## src/rtl/dm_wb_slave.sv

```systemverilog
// dm_wb_slave: Wishbone classic responder for a word-addressed data RAM with programmable wait states
// dm_clk, dm_rst          : clock, synchronous active-high reset
// dm_i_cyc/stb/we         : bus cycle, strobe, 1 = store
// dm_i_store_addr/data    : store word address and data
// dm_i_load_addr          : load word address
// dm_i_sel                : store byte-lane enables
// dm_o_ack                : one-cycle completion pulse
// dm_o_read_data          : last loaded word
// dm_o_stall              : high while a request is in flight
module dm_wb_slave #(
  parameter int DWIDTH      = 32,
  parameter int AWIDTH      = 5,
  parameter int WAIT_CYCLES = 1
) (
  input  logic              dm_clk,
  input  logic              dm_rst,
  input  logic              dm_i_cyc,
  input  logic              dm_i_stb,
  input  logic              dm_i_we,
  input  logic [AWIDTH-1:0] dm_i_store_addr,
  input  logic [DWIDTH-1:0] dm_i_store_data,
  input  logic [AWIDTH-1:0] dm_i_load_addr,
  input  logic [3:0]        dm_i_sel,
  output logic              dm_o_ack,
  output logic [DWIDTH-1:0] dm_o_read_data,
  output logic              dm_o_stall
);
  localparam int DEPTH = 1 << AWIDTH;
  localparam logic [3:0] WAIT_LOAD = 4'(WAIT_CYCLES);
  localparam logic [1:0] IDLE = 2'd0, WAIT = 2'd1, ACK = 2'd2;
  logic [1:0] state, state_n;
  logic [3:0] cnt, cnt_n;
  logic idle, accept, access;
  logic l_we, a_we;
  logic [3:0] l_sel, a_sel;
  logic [DWIDTH-1:0] l_data, a_data, wdata;
  logic [AWIDTH-1:0] l_addr, a_addr;
  logic [DWIDTH-1:0] mem [DEPTH];
  // With zero wait states the access happens on the accepting edge, so the
  // access operands come straight from the bus while idle, else from the latches.
  always_comb begin
    idle = state == IDLE;
    accept = idle && dm_i_cyc && dm_i_stb;
    state_n = accept ? (WAIT_CYCLES == 0 ? ACK : WAIT)
            : (state == WAIT && dm_i_cyc) ? (cnt == 4'd1 ? ACK : WAIT) : IDLE;
    access = state_n == ACK;
    cnt_n = accept ? WAIT_LOAD : state_n == WAIT ? cnt - 4'd1 : 4'd0;
    a_we = idle ? dm_i_we : l_we;
    a_sel = idle ? dm_i_sel : l_sel;
    a_data = idle ? dm_i_store_data : l_data;
    a_addr = idle ? (dm_i_we ? dm_i_store_addr : dm_i_load_addr) : l_addr;
    wdata = mem[a_addr];
    for (int b = 0; b < 4; b++)
      wdata[8*b +: 8] = a_sel[b] ? a_data[8*b +: 8] : mem[a_addr][8*b +: 8];
  end
  always_ff @(posedge dm_clk) begin
    if (dm_rst) begin
      state <= IDLE;
      cnt <= 4'd0;
      dm_o_ack <= 1'b0;
      dm_o_stall <= 1'b0;
      dm_o_read_data <= '0;
      l_we <= 1'b0;
      l_sel <= 4'd0;
      l_data <= '0;
      l_addr <= '0;
    end else begin
      state <= state_n;
      cnt <= cnt_n;
      dm_o_ack <= access;
      dm_o_stall <= state_n != IDLE;
      if (accept) begin
        l_we <= dm_i_we;
        l_sel <= dm_i_sel;
        l_data <= dm_i_store_data;
        l_addr <= dm_i_we ? dm_i_store_addr : dm_i_load_addr;
      end
      if (access && !a_we) dm_o_read_data <= mem[a_addr];
    end
  end
  for (genvar w = 0; w < DEPTH; w++) begin : g_word
    always_ff @(posedge dm_clk) begin
      if (dm_rst) mem[w] <= '0;
      else if (access && a_we && a_addr == AWIDTH'(w)) mem[w] <= wdata;
    end
  end
endmodule

```

## config.mk

```make
export PLATFORM = sky130hd
export DESIGN_NAME = dm_wb_slave
export DESIGN_NICKNAME = d
export VERILOG_FILES = /design/src/rtl/dm_wb_slave.sv
export SDC_FILE = /design/constraint.sdc
export NUM_CORES = 2
export LEC_CHECK = 0
export CAP_MARGIN = 20
export CORE_MARGIN = 2
export CORE_UTILIZATION = 40
export CTS_BUF_LIST = sky130_fd_sc_hd__clkbuf_2 sky130_fd_sc_hd__clkbuf_4 sky130_fd_sc_hd__clkbuf_8
export CTS_CLUSTER_DIAMETER = 120
export CTS_CLUSTER_SIZE = 8
export DETAILED_ROUTE_END_ITERATION = 16
export PLACE_DENSITY_LB_ADDON = 0.1
export SYNTH_ARGS = -nofsm -noshare
export SYNTH_HDL_FRONTEND = slang
export SYNTH_SLANG_ARGS = --single-unit
```

## constraint.sdc

```tcl
create_clock -name dm_clk -period 4 [get_ports dm_clk]
set_input_delay 0.6 -clock dm_clk [delete_from_list [all_inputs] [get_ports dm_clk]]
set_output_delay 0.6 -clock dm_clk [all_outputs]
set_load 0.02 [all_outputs]
```

After elaboration in Yosys (flattened, before gate mapping)
Memory sizes are Yosys's and may differ from the RTL's.
Index checks and enable logic that the tools add are counted.
{"block": "word_totals", "ff_bits": 82, "ramBits": 1024, "in_bits": 51, "mem_count": 1}
{"block": "op_classes", "addsub": 1, "eq_ne": 35, "n_mux": 144, "bitwise_logic": 33, "reduce_logical": 42}
{"memory": "mem", "depth": 32, "word_bits": 32, "read_ports": 1, "rd_clocked_by_memory_dff": 0, "write_ports": 32, "line_no": "38", "rtl": "logic [DWIDTH-1:0] mem [DEPTH];"}
{"op": "2-to-1 mux 32 bit", "n": 33}
{"op": "2-to-1 mux 1 bit", "n": 101}
{"op": "== test 5 bit (second input constant)", "n": 16}
{"op": "== test 5 x 4 -> 1 bit (second input constant)", "n": 8}
{"op": "logical AND 1 bit", "n": 37}
{"op": "2-to-1 mux 8 bit", "n": 4}
{"op": "bitwise OR 1 bit", "n": 32}
{"op": "== test 5 x 3 -> 1 bit (second input constant)", "n": 4}
{"op": "== test 5 x 2 -> 1 bit (second input constant)", "n": 2}
{"op": "2-to-1 mux 5 bit", "n": 2}
{"op": "2-to-1 mux 2 bit", "n": 3}
{"op": "== test 5 x 1 -> 1 bit (second input constant)", "n": 1}
{"op": "zero test 5 bit", "n": 1}
{"op": "== test 2 x 1 -> 1 bit (second input constant)", "n": 2}
{"op": "== test 4 x 1 -> 1 bit (second input constant)", "n": 1}
{"op": "2-to-1 mux 4 bit", "n": 1}
{"op": "subtractor 4 x 1 -> 4 bit (second input constant)", "n": 1}
{"op": "OR reduction 3 bit", "n": 1}
{"op": "== test 2 bit (second input constant)", "n": 1}
{"op": "zero test 2 bit", "n": 1}
{"op": "nonzero test 2 bit", "n": 1}
{"op": "zero test 1 bit", "n": 1}
{"op": "inverter 1 bit", "n": 1}

Longest topological paths before layout
{"block": "logic_depth", "depth_word": 11, "mapped_depth": 14, "ltp_nobuf": 8}

Worst setup path before layout
Ideal clock, no wire load.
{"block": "synth_timing", "path_type": "input-to-reg", "start": "input port dm_i_we", "end": "memory mem[13][0], enable pin", "arrival_time_ns": 2.788, "t_required_ns": 3.623, "slack_ns": 0.835, "cell_stages": 10, "path_buffers": 6, "cell_sequence": "buf_4 mux2i_2 o21ai_4 buf_4 buf_4 buf_4 buf_2 nor2_2 buf_2 a31o_2"}
{"element": "from (decl)", "line_no": "19", "rtl": "input logic dm_i_we,"}
{"element": "to (decl)", "line_no": "38"}

==> impl_metrics.yaml <==
worst_setup_path:
  slowest_delay_ns: 0.49
  path_class: "flip-flop to flip-flop"
  r2r_start: "state[0]$_SDFF_PP0_"
  cp_slowest_cell: "a41oi_1"
  crit_arrival_ns: 4.35
  crit_family: "compound AO/OA/AOI/OAI gates"
  crit_path_max_fanout: 27
  r2r_slack_ns: 0.24
  cp_num_buf_inv: 4
  start_kind: "flip-flop"
  reg2reg_to: "mem[22][1]$_SDFFCE_PN0P_"
  critPathRequiredTime_ns: 4.60
  worstSetupEndpointType: "flip-flop"
  cp_cell_sequence: "buf_4, o21ba_2, a21oi_4, buf_4, buf_12, mux2i_1, nand3_1, a41oi_1, a21oi_1, a31oi_4, buf_12, nor2_1"
  r2r_cells: 12
floorplanning:
  die_x_um: 358
  core_area_um2: 124000
  pin_count: 85
  die_area_um2: 128000
  die-height_um: 358
  start_util: 0.404
  num_rows: 129
layout:
  mostFrequentLayoutCells: "1024 x edfxtp_1, 1013 x nor2_1, 508 x nand2_1"
  final_common_cell: "edfxtp_1"
  nNetsFinal: 4630
  drive_above_1_share: 0.187
  fin_cells: 6283
  stdcell_area_um2: 59600
  n_fill_cell: 11300
  synthToLayoutAreaGrowth_pct: 18.7
synth:
  syn_nets: 4368
  ys_ff_latch: 1106
  synthFlopType: "edfxtp_1"
  yosysSeqAreaShare: 0.646
  synth.area.top_cells: "edfxtp_1 61%, nor2_1 7.6%, mux2i_1 6.2%, nand2_1 3.8%, dfxtp_1 3.3%"
  synth_area_um2: 50200
  synth_edf_count: 1024
  netlist_instances: 4315
  avgSynthCellArea_um2: 11.6
  ys_warn_count: 0
  yosysTopAreaCell: "edfxtp_1"
  async_flop_share: 0
  synth.top_cell.area_share: 0.613
  ys_types: 56
cts:
  clk_pin_slew_ns: 0.07
  numCtsBuffers: 156
  postCtsSetupBuffers: 0
  cts_root_buf: "clkbuf_8"
  ctsResizeCount: 0
  cts-htree-levels: 4
  worstSkewPairLatency_ns: 0.89
  clock_path_buffers: 3
  cts.hold.buffers_added: 0
  cts_tree: "done"
  cts_sinks: 1106
timing:
  skew_ns: 0.0417
  fin_setup_tns_ns: 0
  timing_hold_violations_final: 0
  setup_violations: 0
  finalCritPeriodShare: 0.939
  max_slew_margin: 0.256
  tightest_slew_ns: 1.12
  min_period_ns: 3.76
  rsz0062_at_grt: "no"
  slew_viol_final: 0
  max_freq_mhz: 266
place:
  gp_congestion: 0.870
  place_area_um2: 56800
  dp_hpwl_um: 109000
  port_buffers: 84
  placedCellCount: 6053
global_route:
  grt.total_usage: 0.265
  grt_max_degree: 48
  grt_pass1_wl_um: 245000
  antenna_found_initial: 3
  grt_pass1_vias: 34382
  grt_overflow: 0
route:
  drt-wirelength-per-cell_um: 27.0
  topRoutingLayerUsed: "met4"
  dr_wl_met2_um: 77900
  route.detailed.drc: 0
  viasPerCell: 5.63
  drtIter0Drc: 3659
  drtPass1Iterations: 5
  wl_met1_um: 74700
  dr_wl_met3_um: 12700
  vias: 35401
  drt_wl_total_um: 170000
  antenna_left: 0
status:
  status: "completed"
hold_path:
  hold_start: "dm_rst"
  min_path_type: "input pin to flip-flop"
  whs_path_depth: 2
  worstHoldEndpoint: "state[1]$_SDFF_PP0_"
power_and_ir_drop:
  pwr-share-comb: 0.185
  p_sw_frac: 0.281
  p_total_w: 0.0264
  p_int_w: 0.0190
  p_per_area_nw_per_um2: 444
  pwr-share-seq: 0.494
  ir_drop_mv: 0.379
  power_switching_w: 0.00743
  p_leak_nw: 22.4
  p_clk_frac: 0.321
run:
  maxCapViolations: 0
cells by family after synthesis:
group / count (synthesis) / synth area share
AND/OR/NAND/NOR: 1907 / 0.156
buffers and inverters: 427 / 0.0449
flip-flops: 1106 / 0.646
adder cells (fa/ha/maj): 2 / 0.000499
multiplexers: 385 / 0.0789
XOR/XNOR: 2 / 0.000349
AO/OA/AOI/OAI: 486 / 0.0743
worst reg2reg max path, cell delays in order, from the launching register on:
cell,delay [ns]
dfxtp_1,0.36
buf_4,0.20
o21ba_2,0.32
a21oi_4,0.27
buf_4,0.29
buf_12,0.26
mux2i_1,0.25
nand3_1,0.09
a41oi_1,0.49
a21oi_1,0.30
a31oi_4,0.38
buf_12,0.21
nor2_1,0.08
cell usage after synthesis, types with 21 or more instances:
| cell type | n |
|---|---|
| a2111o_1 | 21 |
| nor3_1 | 33 |
| nand3_1 | 267 |
| buf_2 | 119 |
| nor2_1 | 1016 |
| and3_1 | 24 |
| buf_1 | 31 |
| buf_4 | 109 |
| a31o_2 | 32 |
| a32o_1 | 70 |
| mux2i_1 | 310 |
| clkbuf_1 | 154 |
| nand2_1 | 508 |
| a32oi_1 | 31 |
| o22ai_1 | 26 |
| dfxtp_1 | 82 |
| edfxtp_1 | 1024 |
| mux2_2 | 72 |
| a21oi_1 | 192 |
| a31oi_2 | 23 |
sequential cells by signal (all words and copies together) (netlist names):
name / count
l_we: 1
l_addr: 5
dm_o_read_data: 32
mem: 1024
dm_o_stall: 1
state: 2
l_data: 32
dm_o_ack: 1
cnt: 4
l_sel: 4
power groups by stage:
stage	logic (W)	registers [W]	clock network [W]
final	0.00489	0.0131	0.00849
after global routing	0.00515	0.0131	0.00911
after CTS	0.00490	0.0131	0.00869
after detailed placement	0.00489	0.0133	0
after global placement	0.00487	0.0133	0
after floorplan	0.00251	0.0133	0
per-stage QoR:
stage,util,hold slack [ns],setup WS [ns]
3_3_place_gp,0.458,0.439,-0.291
2_1_floorplan,-,0.436,0.835
3_5_place_dp,0.458,0.441,-0.259
5_1_grt,0.480,0.185,0.165
6_report,0.480,0.218,0.244
4_1_cts,0.480,0.135,0.296
routing by layer:
layer	vias to the layer above	GRT usage
met4	0	0.0771
li1	15915	-
met5	-	0
met1	17929	0.378
met2	1333	0.416
met3	224	0.0460
area by class of cell:
cell class / instances / area [um^2] / area share
diodes: 2 / 5.00 / 0.0000840
flip-flops and latches: 1106 / 32400 / 0.544
multi-input cells: 2782 / 16000 / 0.269
clock inverters: 6 / 51.3 / 0.000861
clock buffers: 219 / 2660 / 0.0447
well taps: 1637 / 2050 / 0.0344
repair buffers: 529 / 6390 / 0.107
inverters: 2 / 7.51 / 0.000126
worst max-delay path by stage:
stage,from,end,slack [ns],cells past startpoint
global placement,dm_i_we,mem[6][1]$_SDFFCE_PN0P_,-0.29,13
finish,state[0]$_SDFF_PP0_,mem[22][1]$_SDFFCE_PN0P_,0.24,12
floorplan,dm_i_we,mem[13][0]$_SDFFCE_PN0P_,0.83,10
global route,state[0]$_SDFF_PP0_,mem[22][1]$_SDFFCE_PN0P_,0.16,12
CTS,state[0]$_SDFF_PP0_,mem[22][1]$_SDFFCE_PN0P_,0.30,12
detailed placement,dm_i_we,mem[4][1]$_SDFFCE_PN0P_,-0.26,13
No activity file was read; power rests on OpenSTA's default activity.
